File: src/rtl/cnn_layer_scheduler.sv
`default_nettype none
// +-----------------------------------------------------------------------------+
// | Module      : cnn_layer_scheduler                                           |
// | Description : Runs the conv/pool/fc engines in ascending order and shares   |
// |               the single AHB master port among them. Optional watchdog      |
// |               is compiled in with CNN_LAYER_SCHED_WATCHDOG_EN.              |
// | Revision    : 1.0 - initial release                                         |
// +-----------------------------------------------------------------------------+
module cnn_layer_scheduler #(
    parameter logic [31:0] TIMEOUT_CYCLES = 32'd1000000
) (
    input  logic        clk,
    input  logic        reset,
    input  logic        start,
    input  logic [2:0]  layer_en,
    output logic        busy,
    output logic        done,
    output logic [1:0]  cur_layer,
    output logic        error,
    output logic        e0_start,
    output logic        e1_start,
    output logic        e2_start,
    output logic        e0_rst_n,
    output logic        e1_rst_n,
    output logic        e2_rst_n,
    input  logic        e0_finish,
    input  logic        e1_finish,
    input  logic        e2_finish,
    input  logic [31:0] e0_haddr,
    input  logic [2:0]  e0_hburst,
    input  logic [3:0]  e0_hprot,
    input  logic        e0_hready_in,
    input  logic [2:0]  e0_hsize,
    input  logic [1:0]  e0_htrans,
    input  logic [31:0] e0_hwdata,
    input  logic        e0_hwrite,
    input  logic        e0_sel,
    input  logic [31:0] e1_haddr,
    input  logic [2:0]  e1_hburst,
    input  logic [3:0]  e1_hprot,
    input  logic        e1_hready_in,
    input  logic [2:0]  e1_hsize,
    input  logic [1:0]  e1_htrans,
    input  logic [31:0] e1_hwdata,
    input  logic        e1_hwrite,
    input  logic        e1_sel,
    input  logic [31:0] e2_haddr,
    input  logic [2:0]  e2_hburst,
    input  logic [3:0]  e2_hprot,
    input  logic        e2_hready_in,
    input  logic [2:0]  e2_hsize,
    input  logic [1:0]  e2_htrans,
    input  logic [31:0] e2_hwdata,
    input  logic        e2_hwrite,
    input  logic        e2_sel,
    output logic [31:0] AHB_INTERFACE_0_haddr,
    output logic [2:0]  AHB_INTERFACE_0_hburst,
    output logic [3:0]  AHB_INTERFACE_0_hprot,
    output logic        AHB_INTERFACE_0_hready_in,
    output logic [2:0]  AHB_INTERFACE_0_hsize,
    output logic [1:0]  AHB_INTERFACE_0_htrans,
    output logic [31:0] AHB_INTERFACE_0_hwdata,
    output logic        AHB_INTERFACE_0_hwrite,
    output logic        AHB_INTERFACE_0_sel,
    input  logic [31:0] AHB_INTERFACE_0_hrdata,
    input  logic        AHB_INTERFACE_0_hready_out,
    input  logic        AHB_INTERFACE_0_hresp
);

    localparam logic [2:0] c_IDLE    = 3'd0;
    localparam logic [2:0] c_START   = 3'd1;
    localparam logic [2:0] c_RUN     = 3'd2;
    localparam logic [2:0] c_DRAIN   = 3'd3;
    localparam logic [2:0] c_ENG_RST = 3'd4;
    localparam logic [2:0] c_DONE    = 3'd5;
`ifdef CNN_LAYER_SCHED_WATCHDOG_EN
    localparam logic [2:0] c_ERROR   = 3'd6;
`endif
    localparam logic [1:0] c_NONE    = 2'd3;

    logic [2:0]  r_state;
    logic [2:0]  r_en_q;
    logic [1:0]  r_idx;
    logic [1:0]  r_grant;
    logic [2:0]  r_start;
    logic [2:0]  r_rst_n;
    logic        r_rst_cnt;
    logic        r_busy;
    logic        r_done;
`ifdef CNN_LAYER_SCHED_WATCHDOG_EN
    logic [31:0] r_wd_cnt;
    logic        r_error;
`endif

    logic        w_first_valid;
    logic [1:0]  w_first_idx;
    logic        w_next_valid;
    logic [1:0]  w_next_idx;
    logic        w_cur_finish;
    logic        w_can_accept;
    logic [78:0] w_e0_bus;
    logic [78:0] w_e1_bus;
    logic [78:0] w_e2_bus;
    logic [78:0] w_port_bus;
    logic        w_unused;

    function automatic logic [2:0] f_onehot(input logic [1:0] idx);
        f_onehot = 3'b001 << idx;
    endfunction

    // Lowest enabled engine at acceptance, and the next enabled one above the current.
    always_comb begin
        w_first_valid = 1'b0;
        w_first_idx   = 2'd0;
        w_next_valid  = 1'b0;
        w_next_idx    = 2'd0;
        for (int k = 2; k >= 0; k--) begin
            if (layer_en[k]) begin
                w_first_valid = 1'b1;
                w_first_idx   = 2'(k);
            end
            if (r_en_q[k] && (2'(k) > r_idx)) begin
                w_next_valid = 1'b1;
                w_next_idx   = 2'(k);
            end
        end
    end

    always_comb begin
        case (r_idx)
            2'd0:    w_cur_finish = e0_finish;
            2'd1:    w_cur_finish = e1_finish;
            2'd2:    w_cur_finish = e2_finish;
            default: w_cur_finish = 1'b0;
        endcase
    end

`ifdef CNN_LAYER_SCHED_WATCHDOG_EN
    assign w_can_accept = (r_state == c_IDLE) || (r_state == c_DONE) || (r_state == c_ERROR);
`else
    assign w_can_accept = (r_state == c_IDLE) || (r_state == c_DONE);
`endif

    always_ff @(posedge clk or negedge reset) begin
        if (!reset) begin
            r_state   <= c_IDLE;
            r_en_q    <= 3'b000;
            r_idx     <= 2'd0;
            r_grant   <= c_NONE;
            r_start   <= 3'b000;
            r_rst_n   <= 3'b000;
            r_rst_cnt <= 1'b0;
            r_busy    <= 1'b0;
            r_done    <= 1'b0;
`ifdef CNN_LAYER_SCHED_WATCHDOG_EN
            r_wd_cnt  <= 32'd0;
            r_error   <= 1'b0;
`endif
        end else if (w_can_accept && start) begin
            r_en_q  <= layer_en;
            r_rst_n <= 3'b111;
`ifdef CNN_LAYER_SCHED_WATCHDOG_EN
            r_error <= 1'b0;
`endif
            if (w_first_valid) begin
                r_state <= c_START;
                r_idx   <= w_first_idx;
                r_grant <= w_first_idx;
                r_start <= f_onehot(w_first_idx);
                r_busy  <= 1'b1;
                r_done  <= 1'b0;
            end else begin
                r_state <= c_DONE;
                r_busy  <= 1'b0;
                r_done  <= 1'b1;
            end
        end else begin
            case (r_state)
                c_IDLE: begin
                    r_rst_n <= 3'b111;
                end
                c_START: begin
                    r_start <= 3'b000;
                    r_state <= c_RUN;
`ifdef CNN_LAYER_SCHED_WATCHDOG_EN
                    r_wd_cnt <= 32'd0;
`endif
                end
                c_RUN: begin
                    if (w_cur_finish) begin
                        r_grant <= c_NONE;
                        r_state <= c_DRAIN;
                    end
`ifdef CNN_LAYER_SCHED_WATCHDOG_EN
                    else if ((r_wd_cnt + 32'd1) >= TIMEOUT_CYCLES) begin
                        r_grant <= c_NONE;
                        r_rst_n <= r_rst_n & ~f_onehot(r_idx);
                        r_error <= 1'b1;
                        r_busy  <= 1'b0;
                        r_state <= c_ERROR;
                    end else begin
                        r_wd_cnt <= r_wd_cnt + 32'd1;
                    end
`endif
                end
                c_DRAIN: begin
                    r_rst_n   <= r_rst_n & ~f_onehot(r_idx);
                    r_rst_cnt <= 1'b0;
                    r_state   <= c_ENG_RST;
                end
                c_ENG_RST: begin
                    // Engine reset is held low for exactly two cycles.
                    if (r_rst_cnt) begin
                        r_rst_n <= 3'b111;
                        if (w_next_valid) begin
                            r_state <= c_START;
                            r_idx   <= w_next_idx;
                            r_grant <= w_next_idx;
                            r_start <= f_onehot(w_next_idx);
                        end else begin
                            r_state <= c_DONE;
                            r_busy  <= 1'b0;
                            r_done  <= 1'b1;
                        end
                    end else begin
                        r_rst_cnt <= 1'b1;
                    end
                end
                c_DONE: begin
                    r_done <= 1'b1;
                end
`ifdef CNN_LAYER_SCHED_WATCHDOG_EN
                c_ERROR: begin
                    r_error <= 1'b1;
                end
`endif
                default: begin
                    r_state <= c_IDLE;
                end
            endcase
        end
    end

    assign w_e0_bus = {e0_haddr, e0_hburst, e0_hprot, e0_hready_in, e0_hsize,
                       e0_htrans, e0_hwdata, e0_hwrite, e0_sel};
    assign w_e1_bus = {e1_haddr, e1_hburst, e1_hprot, e1_hready_in, e1_hsize,
                       e1_htrans, e1_hwdata, e1_hwrite, e1_sel};
    assign w_e2_bus = {e2_haddr, e2_hburst, e2_hprot, e2_hready_in, e2_hsize,
                       e2_htrans, e2_hwdata, e2_hwrite, e2_sel};

    always_comb begin
        case (r_grant)
            2'd0:    w_port_bus = w_e0_bus;
            2'd1:    w_port_bus = w_e1_bus;
            2'd2:    w_port_bus = w_e2_bus;
            default: w_port_bus = '0;
        endcase
    end

    assign {AHB_INTERFACE_0_haddr, AHB_INTERFACE_0_hburst, AHB_INTERFACE_0_hprot,
            AHB_INTERFACE_0_hready_in, AHB_INTERFACE_0_hsize, AHB_INTERFACE_0_htrans,
            AHB_INTERFACE_0_hwdata, AHB_INTERFACE_0_hwrite, AHB_INTERFACE_0_sel} = w_port_bus;

    assign busy      = r_busy;
    assign done      = r_done;
    assign cur_layer = r_grant;
    assign e0_start  = r_start[0];
    assign e1_start  = r_start[1];
    assign e2_start  = r_start[2];
    assign e0_rst_n  = r_rst_n[0];
    assign e1_rst_n  = r_rst_n[1];
    assign e2_rst_n  = r_rst_n[2];
`ifdef CNN_LAYER_SCHED_WATCHDOG_EN
    assign error     = r_error;
`else
    assign error     = 1'b0;
`endif

    // Slave responses reach the engines through top-level wiring, not through here.
    assign w_unused = ^{AHB_INTERFACE_0_hrdata, AHB_INTERFACE_0_hready_out,
                        AHB_INTERFACE_0_hresp, TIMEOUT_CYCLES};

endmodule
`default_nettype wire
File: config.mk
export PLATFORM = sky130hd
export DESIGN_NAME = cnn_layer_scheduler
export DESIGN_NICKNAME = d
export VERILOG_FILES = /design/src/rtl/cnn_layer_scheduler.sv
export SDC_FILE = /design/constraint.sdc
export NUM_CORES = 1
export LEC_CHECK = 0
export ABC_AREA = 1
export ABC_CLOCK_PERIOD_IN_PS = 2400
export CAP_MARGIN = 20
export CORE_AREA = 10 10 135 137
export CTS_CLUSTER_SIZE = 30
export DETAILED_ROUTE_END_ITERATION = 10
export DIE_AREA = 0 0 145 147
export PLACE_DENSITY = 0.72
export SLEW_MARGIN = 0
export SYNTH_ARGS = -nofsm -noshare
export SYNTH_HDL_FRONTEND = slang
export SYNTH_SLANG_ARGS = --single-unit
File: constraint.sdc
create_clock -name clk -period 2.4 [get_ports clk]
set_input_delay 0.36 -clock clk [delete_from_list [all_inputs] [get_ports clk]]
set_output_delay 0.36 -clock clk [all_outputs]
set_load 0.02 [all_outputs]
# After elaboration in Yosys (flattened, before gate mapping)
# Cells that the tools add are included.
# word_totals
word_cells,106
output_inout_bits,90
inputBits,280
ff_bits,19
# op_classes
mux,47
eq_ne,16
n_reduce_logical,25
magnitude_cmp,3
shift,3
bitwise_logic,3
# op_table
operator,n
79-bit case mux with 3 select lines,1
3-bit two-way mux,11
2-bit two-way mux,13
1-bit two-way mux,15
3-bit case mux with 5 select lines,1
3-bit inequality test (second input constant),4
3-bit case mux with 3 select lines,1
3-bit AND reduction,3
3-bit nonzero test,3
1-bit by 2-bit << shifter with 3-bit output (first input constant),3
4-bit AND reduction,2
2-bit nonzero test,4
3-bit by 2-bit == test with 1-bit output (second input constant),2
3-bit == test (second input constant),2
3-bit case mux with 2 select lines,1
5-bit AND reduction,1
2-bit by 1-bit == test with 1-bit output (second input constant),2
2-bit == test (second input constant),2
1-bit by 2-bit > comparator with 1-bit output (first input constant),2
1-bit logical AND,4
2-bit logical NOT,2
2-bit by 1-bit inequality test with 1-bit output (second input constant),2
1-bit case mux with 2 select lines,2
2-bit case mux with 2 select lines,1
other kinds (12),13

# Logic depth before layout (Yosys ltp)
# Gate-level depths: netlist of the first run.
# depth
word_depth,10
depth_mapped,10
mapped_depth_nobuf,10

# Worst setup path before layout of the first run
# No wires, ideal clock.
# synth_timing
kind,reg-to-output
from,register r_grant[0] (netlist: cur_layer[0])
to,output AHB_INTERFACE_0_haddr[0]
setup_slack_ps,469
path_buffers,2
stages_incl_launch_ff,6
arrival_ps,1571
cell_sequence,dfstp_2 > inv_2 > or2_1 > buf_2 > buf_2 > o211ai_1
# synth_between
elab_chain_cells,2
# synth_lines
item,line_no,source
from (decl),84,logic [1:0] r_grant;
from (signal assigned),149,r_grant <= c_NONE;
from (signal assigned),168,r_grant <= w_first_idx;
from (signal assigned),191,r_grant <= c_NONE;
"2-bit == test, or another cell as far along",252,case (r_grant)
79-bit case mux with 3 select lines (*),252,
to (decl),56,"output logic [31:0] AHB_INTERFACE_0_haddr,"
# Every way passes the cells marked *; elsewhere a longest branch is shown, timed or not.

# Worst setup path after layout of the first run
# layout_timing
from,register r_grant[0] (netlist: cur_layer[0])
to,output AHB_INTERFACE_0_hwdata[4]
# layout_between
elab_chain_cells,2
# layout_lines
item,line_no,source
"2-bit == test, or another cell as far along",252,
79-bit case mux with 3 select lines (*),252,
to (decl),62,"output logic [31:0] AHB_INTERFACE_0_hwdata,"
# Marks and branches as above.

==> summary.txt, run 1 <==
Routing
  – Drt first pass iters: 5
  – Drt total wl: 17700 um
  – # DRC: 0
  – Wire length per cell: 17.2 um
  – Vias per cell: 4.39
  – Drt first-iter violations: 185
  – Antenna-violating nets left: 0
  – Via count: 4504

Synth
  – #FFs+latches synth: 18
  – Syn nets: 780
  – Post-synthesis instance area: 2850 um^2
  – Top-area cell type share of the netlist area: 0.185
  – EDFF count, synth: 0
  – Sequential area share after synthesis: 0.159
  – Asr flop ratio synth: 1.00
  – Synth cell types: 27
  – Mean Syn Cell Area: 5.69 um^2
  – Total number of yosys warnings: 0
  – Top FF cell, synth: dfrtp_1
  – Top post-synthesis cells by area: o211ai_1, nand2_1, nand3_1
  – Yosys top cell by area: o211ai_1
  – Syn Inst Count: 500

Hold path
  – Worst min path class: input pin to asynchronous set/reset pin

Clocking
  – # hold bufs at CTS: 0
  – # H-tree levels: 1
  – Root Driver: clkbuf_16
  – # resized after CTS: 79
  – Post-CTS setup buffers: 0
  – Clk buf depth: 2
  – Clock Sinks: 18
  – CTS tree: built
  – Worst-Skew Late Latency: 0.25 ns
  – TritonCTS Buffers: 3
  – Reg clk slew, reported paths: 0.05 ns

Final layout
  – Layout fillers: 1629
  – Layout area overhead: 126%
  – Leading cell type in the layout, fill and taps excluded: clkdlybuf4s50_1
  – Nets: 1092
  – Layout cell share with drive strength beyond 1: 0.0419
  – FF/Latch Area: 453 um^2
  – Area of the multi-input gates: 1850 um^2
  – Most frequent cells in the layout: clkdlybuf4s50_1, nand2_1, nand3_1
  – Antenna diodes: 0
  – Post-Layout Inst Area: 6440 um^2
  – Layout Utilization: 0.413

Worst setup path
  – FF-to-FF path depth: 8
  – Startpoint Class: flip-flop
  – Max FO, Critical Path: 48
  – Worst reg2reg startpoint: r_state[2]
  – Crit path kind: flip-flop to output pin
  – Data required time at the worst endpoint: 2.04 ns
  – CP Capture Type: output pin
  – Worst R2R End: r_start[1]
  – R2r setup slk: 0.74 ns
  – WP data arrival: 1.94 ns

Die
  – Core area: 15600 um^2
  – DIE WIDTH: 145 um
  – Initial Util: 0.182
  – FP Rows: 46
  – Die height: 147 um
  – Ports: 370
  – Die ar.: 21300 um^2

GRT
  – First-pass GRT wire length: 26800 um
  – Antenna violations before repair: 0
  – Total track usage: 0.154
  – Vias in the first global route: 4499
  – Largest net degree at the start of global routing: 80
  – GRT overflow: 0

Placement
  – DP Area: 6450 um^2
  – Port buffer count: 334
  – Post-detail-place hpwl: 14500 um
  – RePlAce Congestion: 0.803
  – DP Worst Slack: 0.0753 ns

Status
  – Status: completed

Power
  – Maximum VDD drop: 0.000759 V
  – Power Dens Cells: 1050 nW/um^2
  – Leakage: 2.99 nW

Timing
  – Clock skew: 0.00103 ns
  – Final setup violation count: 0
  – Final Worst Setup Slack: 0.104 ns
  – Final Max Tran Viols: 0
  – Setup TNS Final: 0 ns
  – Final min period: 2.30 ns
  – Max frequency: 435 MHz
  – Unrepaired setup endpoints after global routing: false
  – Period Utilization, post-route: 0.957
  – Fin. Hold Viols: 0

Flow run
  – Max-Cap Viols: 0
[critical path, cell delays in order, from the launching register on]
cell and delay, ns:
dfstp_2 0.53, inv_2 0.05, or2_4 0.25, buf_12 0.20, o211ai_1 0.27, dlygate4sd2_1 0.38
[stage by stage]
stage,total power [mW],cells,hold slack (ns)
after detailed placement,7.05,1023,0.474
after floorplan,3.99,500,0.0644
after global routing,7.28,1027,0.470
after global placement,7.00,1023,0.463
after CTS,6.83,1027,0.445
final,6.75,1027,0.435
[final cells by class]
| cell class | count | area share |
|---|---|---|
| clock buffer | 4 | 0.0138 |
| timing repair buffer | 343 | 0.528 |
| sequential | 18 | 0.0704 |
| tap | 216 | 0.0420 |
| multi-input combinational | 347 | 0.288 |
| inverter | 99 | 0.0577 |
[synth_stat cells, types with 2 or more instances]
cell type,number
buf_6,3
nor2_2,3
nand2_1,137
o211ai_1,70
dfrtp_1,16
nand3_1,99
inv_1,98
clkbuf_1,21
o21ai_0,9
o211ai_2,10
buf_2,11
nand4_1,2
dfstp_2,2
nor2_1,6
[metal layers]
metal	track usage	routed length [um]	up-vias	share of wire
li1	-	-	2276	-
met1	0.183	7090	2006	0.40
met2	0.278	8940	203	0.51
met3	0.0344	1350	19	0.076
met4	0.0276	297	0	0.017
met5	0	0	-	0
[how the worst max path moves through the flow]
| stage | depth (start not counted) | to | slack (ns) | startpoint |
|---|---|---|---|---|
| after global placement | 5 | AHB_INTERFACE_0_haddr[15] | 0.08 | cur_layer[0] |
| after floorplan | 5 | AHB_INTERFACE_0_haddr[0] | 0.47 | cur_layer[0] |
| final | 5 | AHB_INTERFACE_0_hwdata[4] | 0.10 | cur_layer[0] |
| after detailed placement | 5 | AHB_INTERFACE_0_haddr[15] | 0.08 | cur_layer[0] |
| after global routing | 5 | AHB_INTERFACE_0_hwdata[4] | 0.03 | cur_layer[0] |
| after CTS | 5 | AHB_INTERFACE_0_haddr[15] | 0.1 | cur_layer[0] |
[cells by family (layout without fill, tap and decap cells)]
kind of cell    Yosys count  in the layout  synth area share
flops                    18             18             0.159
other cells               1              1           0.00132
simple gates            254            254             0.397
buf+inv                 135            446             0.192
compound gates           92             92             0.251
[flip-flops by register name, indices dropped and copies added, names as in the netlist]
register / count
r_rst_n: 3
r_start: 3
r_state: 3
cur_layer: 2
r_en_q: 2
r_idx: 2
busy: 1
done: 1
r_rst_cnt: 1
[where the power goes]
group | internal [mW] | leakage (nW) | total (mW) | switching, mW
sequential | 0.456 | 0.217 | 0.563 | 0.108
clock | 0.254 | 0.0442 | 0.369 | 0.115
combinational | 2.24 | 2.73 | 5.82 | 3.58
total | 2.95 | 2.99 | 6.75 | 3.80
No activity file was read; power rests on OpenSTA's default activity.
==> inputs of run 2 (changes only) <==
--- a/config.mk
+++ b/config.mk
@@ -5,14 +5,14 @@
 export SDC_FILE = /design/constraint.sdc
 export NUM_CORES = 1
 export LEC_CHECK = 0
-export ABC_AREA = 1
+export ABC_AREA = 0
 export ABC_CLOCK_PERIOD_IN_PS = 2400
 export CAP_MARGIN = 20
 export CORE_AREA = 10 10 135 137
 export CTS_CLUSTER_SIZE = 30
 export DETAILED_ROUTE_END_ITERATION = 10
 export DIE_AREA = 0 0 145 147
-export PLACE_DENSITY = 0.72
+export PLACE_DENSITY = 0.71
 export SLEW_MARGIN = 0
 export SYNTH_ARGS = -nofsm -noshare
 export SYNTH_HDL_FRONTEND = slang
==> summary.txt, run 2 <==
Synth
  – Syn nets: 651
  – EDFF count, synth: 0
  – Yosys top cell by area: mux2i_1
  – Asr flop ratio synth: 1.00
  – Top-area cell type share of the netlist area: 0.300
  – Top FF cell, synth: dfrtp_1
  – Synth cell count leaders: nand2_1, o21ai_0, mux2i_1, buf_2, dfrtp_1
  – Top post-synthesis cells by area: mux2i_1, o21ai_0, dfrtp_1
  – Most frequent cell after synthesis: nand2_1
  – Post-synthesis instance area: 2700 um^2
  – Sequential area share after synthesis: 0.168
  – Synth cell types: 41
  – Total number of yosys warnings: 0
  – #FFs+latches synth: 18
  – Syn Inst Count: 371
  – Mean Syn Cell Area: 7.29 um^2

Status
  – Status: completed

Die
  – Die height: 147 um
  – DIE WIDTH: 145 um
  – Initial Util: 0.173
  – Core area: 15600 um^2
  – Ports: 370
  – Die ar.: 21300 um^2
  – FP Rows: 46

Worst setup path
  – Data required time at the worst endpoint: 2.04 ns
  – FF-to-FF path depth: 5
  – CP Capture Type: output pin
  – WP data arrival: 1.94 ns
  – R2r setup slk: 0.43 ns
  – CP max stage cell: dfstp_4
  – Startpoint Class: flip-flop
  – Max FO, Critical Path: 19
  – CP Cell Sequence: buf_12 > buf_4 > mux2i_1 > o21ai_0 > dlygate4sd2_1
  – Worst R2R End: r_idx[1]
  – Crit path kind: flip-flop to output pin
  – Slowest Stage Delay on Critical Path: 0.66 ns
  – Worst reg2reg startpoint: r_state[0]

GRT
  – Largest net degree at the start of global routing: 82
  – GRT overflow: 0
  – Total track usage: 0.144
  – Vias in the first global route: 4125
  – Antenna violations before repair: 1
  – First-pass GRT wire length: 24800 um

Routing
  – Wire length per cell: 17.9 um
  – Vias per cell: 4.26
  – Antenna-violating nets left: 0
  – Drt total wl: 16300 um
  – # DRC: 0
  – Drt first-iter violations: 154
  – Via count: 3875
  – Drt first pass iters: 4

Timing
  – Fin Hold WS: 0.438 ns
  – Unrepaired setup endpoints after global routing: false
  – Final Max Tran Viols: 0
  – Final setup violation count: 0
  – Final min period: 2.30 ns
  – Clock skew: 0.000835 ns
  – Setup TNS Final: 0 ns
  – Fin. Hold Viols: 0
  – Max_slew headroom: 0.568
  – Worst slew pin tran: 0.648 ns
  – Max frequency: 434 MHz
  – Period Utilization, post-route: 0.960

Clocking
  – TritonCTS Buffers: 3
  – Worst-Skew Late Latency: 0.25 ns
  – # H-tree levels: 1
  – CTS tree: built
  – Reg clk slew, reported paths: 0.05 ns
  – Clock Sinks: 18
  – # hold bufs at CTS: 0
  – Clk buf depth: 2
  – Post-CTS setup buffers: 0
  – Root Driver: clkbuf_16

Placement
  – Port buffer count: 334
  – Post-detail-place hpwl: 13800 um
  – Post-Place Cells: 906
  – DP Area: 6350 um^2
  – RePlAce Congestion: 0.823

Final layout
  – Layout fillers: 1602
  – Nets: 975
  – Layout area overhead: 135%
  – Most frequent cells in the layout: clkdlybuf4s50_1, nand2_1, o21ai_0
  – Leading cell type in the layout, fill and taps excluded: clkdlybuf4s50_1
  – Layout cell share with drive strength beyond 1: 0.0605
  – Layout Utilization: 0.408
  – Antenna diodes: 0
  – Fin cells: 910
  – Biggest regs: r_rst_n x3, r_start x3, r_state x3
  – Post-Layout Inst Area: 6360 um^2

Power
  – Leakage: 3.08 nW
  – Maximum VDD drop: 0.000654 V
  – Power Dens Cells: 813 nW/um^2

Flow run
  – Max-Cap Viols: 0

Hold path
  – Worst min path class: input pin to asynchronous set/reset pin
==> run 2: per-layer routing <==
| metal | up-vias | wire (um) | GRT usage |
|---|---|---|---|
| met5 | - | 18 | 0 |
| met4 | 2 | 162 | 0.0184 |
| li1 | 1947 | - | - |
| met1 | 1708 | 6640 | 0.171 |
| met3 | 13 | 1330 | 0.0458 |
| met2 | 205 | 8120 | 0.253 |
==> run 2: report_power, final <==
part | switching [mW] | total (mW) | leakage, nW | internal, mW
sequential | 0.210 | 0.658 | 0.209 | 0.449
combinational | 2.23 | 4.14 | 2.83 | 1.91
clock | 0.117 | 0.371 | 0.0442 | 0.254
total | 2.56 | 5.17 | 3.08 | 2.61
==> run 2: cells by family (layout without fill, tap and decap cells) <==
logic type                 count (synthesis)  after routing  synth area share
adders and majority gates                  1              1           0.00370
other                                      1              1           0.00139
and+or+nand+nor                          112            112             0.178
buffers and inverters                     39            362            0.0750
muxes                                     86             86             0.322
xor gates and xnor gates                   2              2            0.0134
DFF                                       18             18             0.168
AOI/OAI and AO/OA                        112            112             0.239
==> run 2: area by class of cell <==
cell class / instances / area (um^2) / share of cell area
multi-input combinational: 314 / 2060 / 0.323
tap: 216 / 270 / 0.0425
inverter: 5 / 18.8 / 0.00295
timing repair buffer: 353 / 3470 / 0.546
clock buffer: 4 / 88.8 / 0.0140
sequential: 18 / 457 / 0.0718
==> run 2: worst max-delay path by stage <==
stage	start	endpoint	slack [ns]	cells after the start
CTS	cur_layer[1]	AHB_INTERFACE_0_hwdata[11]	0.001	5
detailed placement	cur_layer[0]	AHB_INTERFACE_0_haddr[19]	0.06	5
finish	cur_layer[0]	AHB_INTERFACE_0_hwdata[17]	0.1	5
floorplan	cur_layer[1]	AHB_INTERFACE_0_haddr[1]	0.34	7
global placement	cur_layer[0]	AHB_INTERFACE_0_haddr[29]	0.06	5
global route	cur_layer[0]	AHB_INTERFACE_0_hwdata[22]	0.003	5
==> run 2: what timing repair did <==
| action | CTS | global route |
|---|---|---|
| setup endpoints to repair | 74 | 12 |
| resized for setup | 74 | 13 |
| pin swaps | 0 | 0 |
==> run 2: stage by stage <==
step / worst slack [ns] / total power, mW
global route: 0.00250 / 5.56
detailed placement: 0.0650 / 5.20
floorplan: 0.344 / 3.05
global placement: 0.0551 / 5.19
CTS: 0.00140 / 5.25
finish: 0.0963 / 5.17
==> run 2: critical path, delay by kind of cell, from the launching register on <==
| kind | cells | cell delay (ns) |
|---|---|---|
| AOI/OAI and AO/OA | 1 | 0.10 |
| buffers and inverters | 3 | 0.72 |
| muxes | 1 | 0.19 |
| DFF | 1 | 0.66 |
==> inputs of run 3 (changes only) <==
--- a/config.mk
+++ b/config.mk
@@ -8,11 +8,11 @@
 export ABC_AREA = 0
 export ABC_CLOCK_PERIOD_IN_PS = 2400
 export CAP_MARGIN = 20
-export CORE_AREA = 10 10 135 137
+export CORE_AREA = 10 10 136 138
 export CTS_CLUSTER_SIZE = 30
 export DETAILED_ROUTE_END_ITERATION = 10
-export DIE_AREA = 0 0 145 147
-export PLACE_DENSITY = 0.71
+export DIE_AREA = 0 0 146 148
+export PLACE_DENSITY = 0.59
 export SLEW_MARGIN = 0
 export SYNTH_ARGS = -nofsm -noshare
 export SYNTH_HDL_FRONTEND = slang
==> summary.txt, run 3 (synthesized netlist as in run 2, its figures left out) <==
Timing
  – Final setup violation count: 0
  – Max_slew headroom: 0.560
  – Fin Hold WS: 0.446 ns
  – Final min period: 2.31 ns
  – Final Worst Setup Slack: 0.0882 ns
  – Clock skew: 0.00221 ns
  – Final Max Tran Viols: 0
  – Fin. Hold Viols: 0
  – Worst slew pin tran: 0.659 ns
  – Setup TNS Final: 0 ns
  – Max frequency: 433 MHz
  – Period Utilization, post-route: 0.963

Worst setup path
  – CP Cell Sequence: buf_16 > buf_12 > mux2i_1 > o21ai_0 > dlygate4sd2_1
  – CP top delay family: flip-flops
  – CP max stage cell: dfstp_4
  – R2r setup slk: 0.46 ns
  – Crit path kind: flip-flop to output pin
  – Data required time at the worst endpoint: 2.04 ns
  – FF-to-FF path depth: 5
  – Startpoint Class: flip-flop
  – WP data arrival: 1.95 ns
  – Max FO, Critical Path: 9
  – CP Capture Type: output pin
  – Slowest Stage Delay on Critical Path: 0.72 ns
  – WP depth: 5
  – Worst Path Buf+Inv: 3

Final layout
  – Biggest regs: r_rst_n x3, r_start x3, r_state x3
  – Layout area overhead: 140%
  – Nets: 981
  – Leading cell type in the layout, fill and taps excluded: clkdlybuf4s50_1
  – Most frequent cells in the layout: clkdlybuf4s50_1, nand2_1, o21ai_0
  – Layout cell share with drive strength beyond 1: 0.0700
  – Layout fillers: 1584

Routing
  – Vias per cell: 4.35
  – Antenna-violating nets left: 0
  – Drt total wl: 17400 um
  – Via count: 3990
  – Drt first-iter violations: 144
  – Drt first pass iters: 4
  – # DRC: 0
  – Wire length per cell: 19.0 um

Die
  – FP Rows: 46
  – Initial Util: 0.172
  – Ports: 370
  – DIE WIDTH: 146 um
  – Die height: 148 um
  – Core area: 15700 um^2
  – Die ar.: 21600 um^2

Clocking
  – Clock Sinks: 18
  – # H-tree levels: 1
  – CTS tree: built
  – TritonCTS Buffers: 3
  – Reg clk slew, reported paths: 0.05 ns
  – # hold bufs at CTS: 0
  – Root Driver: clkbuf_16
  – Clk buf depth: 2
  – Worst-Skew Late Latency: 0.25 ns

Placement
  – RePlAce Congestion: 0.854
  – Post-detail-place hpwl: 14500 um
  – Port buffer count: 334
  – DP Worst Slack: 0.0289 ns

GRT
  – Total track usage: 0.145
  – Antenna violations before repair: 1
  – Vias in the first global route: 4194
  – First-pass GRT wire length: 25200 um
  – GRT overflow: 0
  – Largest net degree at the start of global routing: 82

Power
  – Leakage: 3.08 nW
  – Final Power: 5.35 mW
  – Power Dens Cells: 824 nW/um^2
  – Maximum VDD drop: 0.000621 V

Flow run
  – Max-Cap Viols: 0

Hold path
  – Worst min path class: input pin to asynchronous set/reset pin

Status
  – Status: completed
[run 3: changes by cell type in the layout (fill, tap and decap cells not counted), sizes merged]
cell / delta
dlygate4sd1: -1
diode: +1
clkbuf: +1
buf: +4
dlymetal6s2s: -5
clkdlybuf4s15: +2
dlygate4sd2: +5
[run 3: timing repair]
item | 4_1_cts | 5_1_grt
setup endpoints to repair | 79 | 11
gates cloned | 0 | 2
setup buffers | 0 | 3
resized for setup | 81 | 5
[run 3: final timing paths]
path	from	to
min in group clk	r_start[0]	r_start[0]
max reg2reg	r_state[0]	r_idx[1]
min	reset	done
min reg2reg	r_start[0]	r_start[0]
max in group asynchronous	reset	cur_layer[1]
max	cur_layer[0]	AHB_INTERFACE_0_hwdata[12]
[run 3: area by class of cell]
class                      instances  area [um^2]  share of cell area
timing repair buffer             359         3590               0.553
multi-input combinational        314         2060               0.318
sequential                        18          457              0.0704
tap                              216          270              0.0417
clock buffer                       4         88.8              0.0137
inverter                           5         18.8             0.00289
antenna                            1         2.50            0.000386
[run 3: power by group]
| part | internal (mW) | switching (mW) |
|---|---|---|
| clock network | 0.254 | 0.115 |
| registers | 0.450 | 0.226 |
| logic | 2.03 | 2.27 |
[run 3: through the flow]
stage	cells	cell area [um^2]	utilization
2_1_floorplan	371	2700	-
3_3_place_gp	907	6370	0.405
3_5_place_dp	907	6370	0.405
4_1_cts	911	6370	0.405
5_1_grt	917	6490	0.413
6_report	917	6490	0.413
[run 3: per-layer routing]
metal	share of wire	up-vias	wire [um]	global-route usage
met3	0.084	18	1470	0.0491
met4	0.018	0	314	0.0375
met5	0	-	0	0
li1	-	1968	-	-
met2	0.52	197	8980	0.264
met1	0.38	1807	6670	0.156
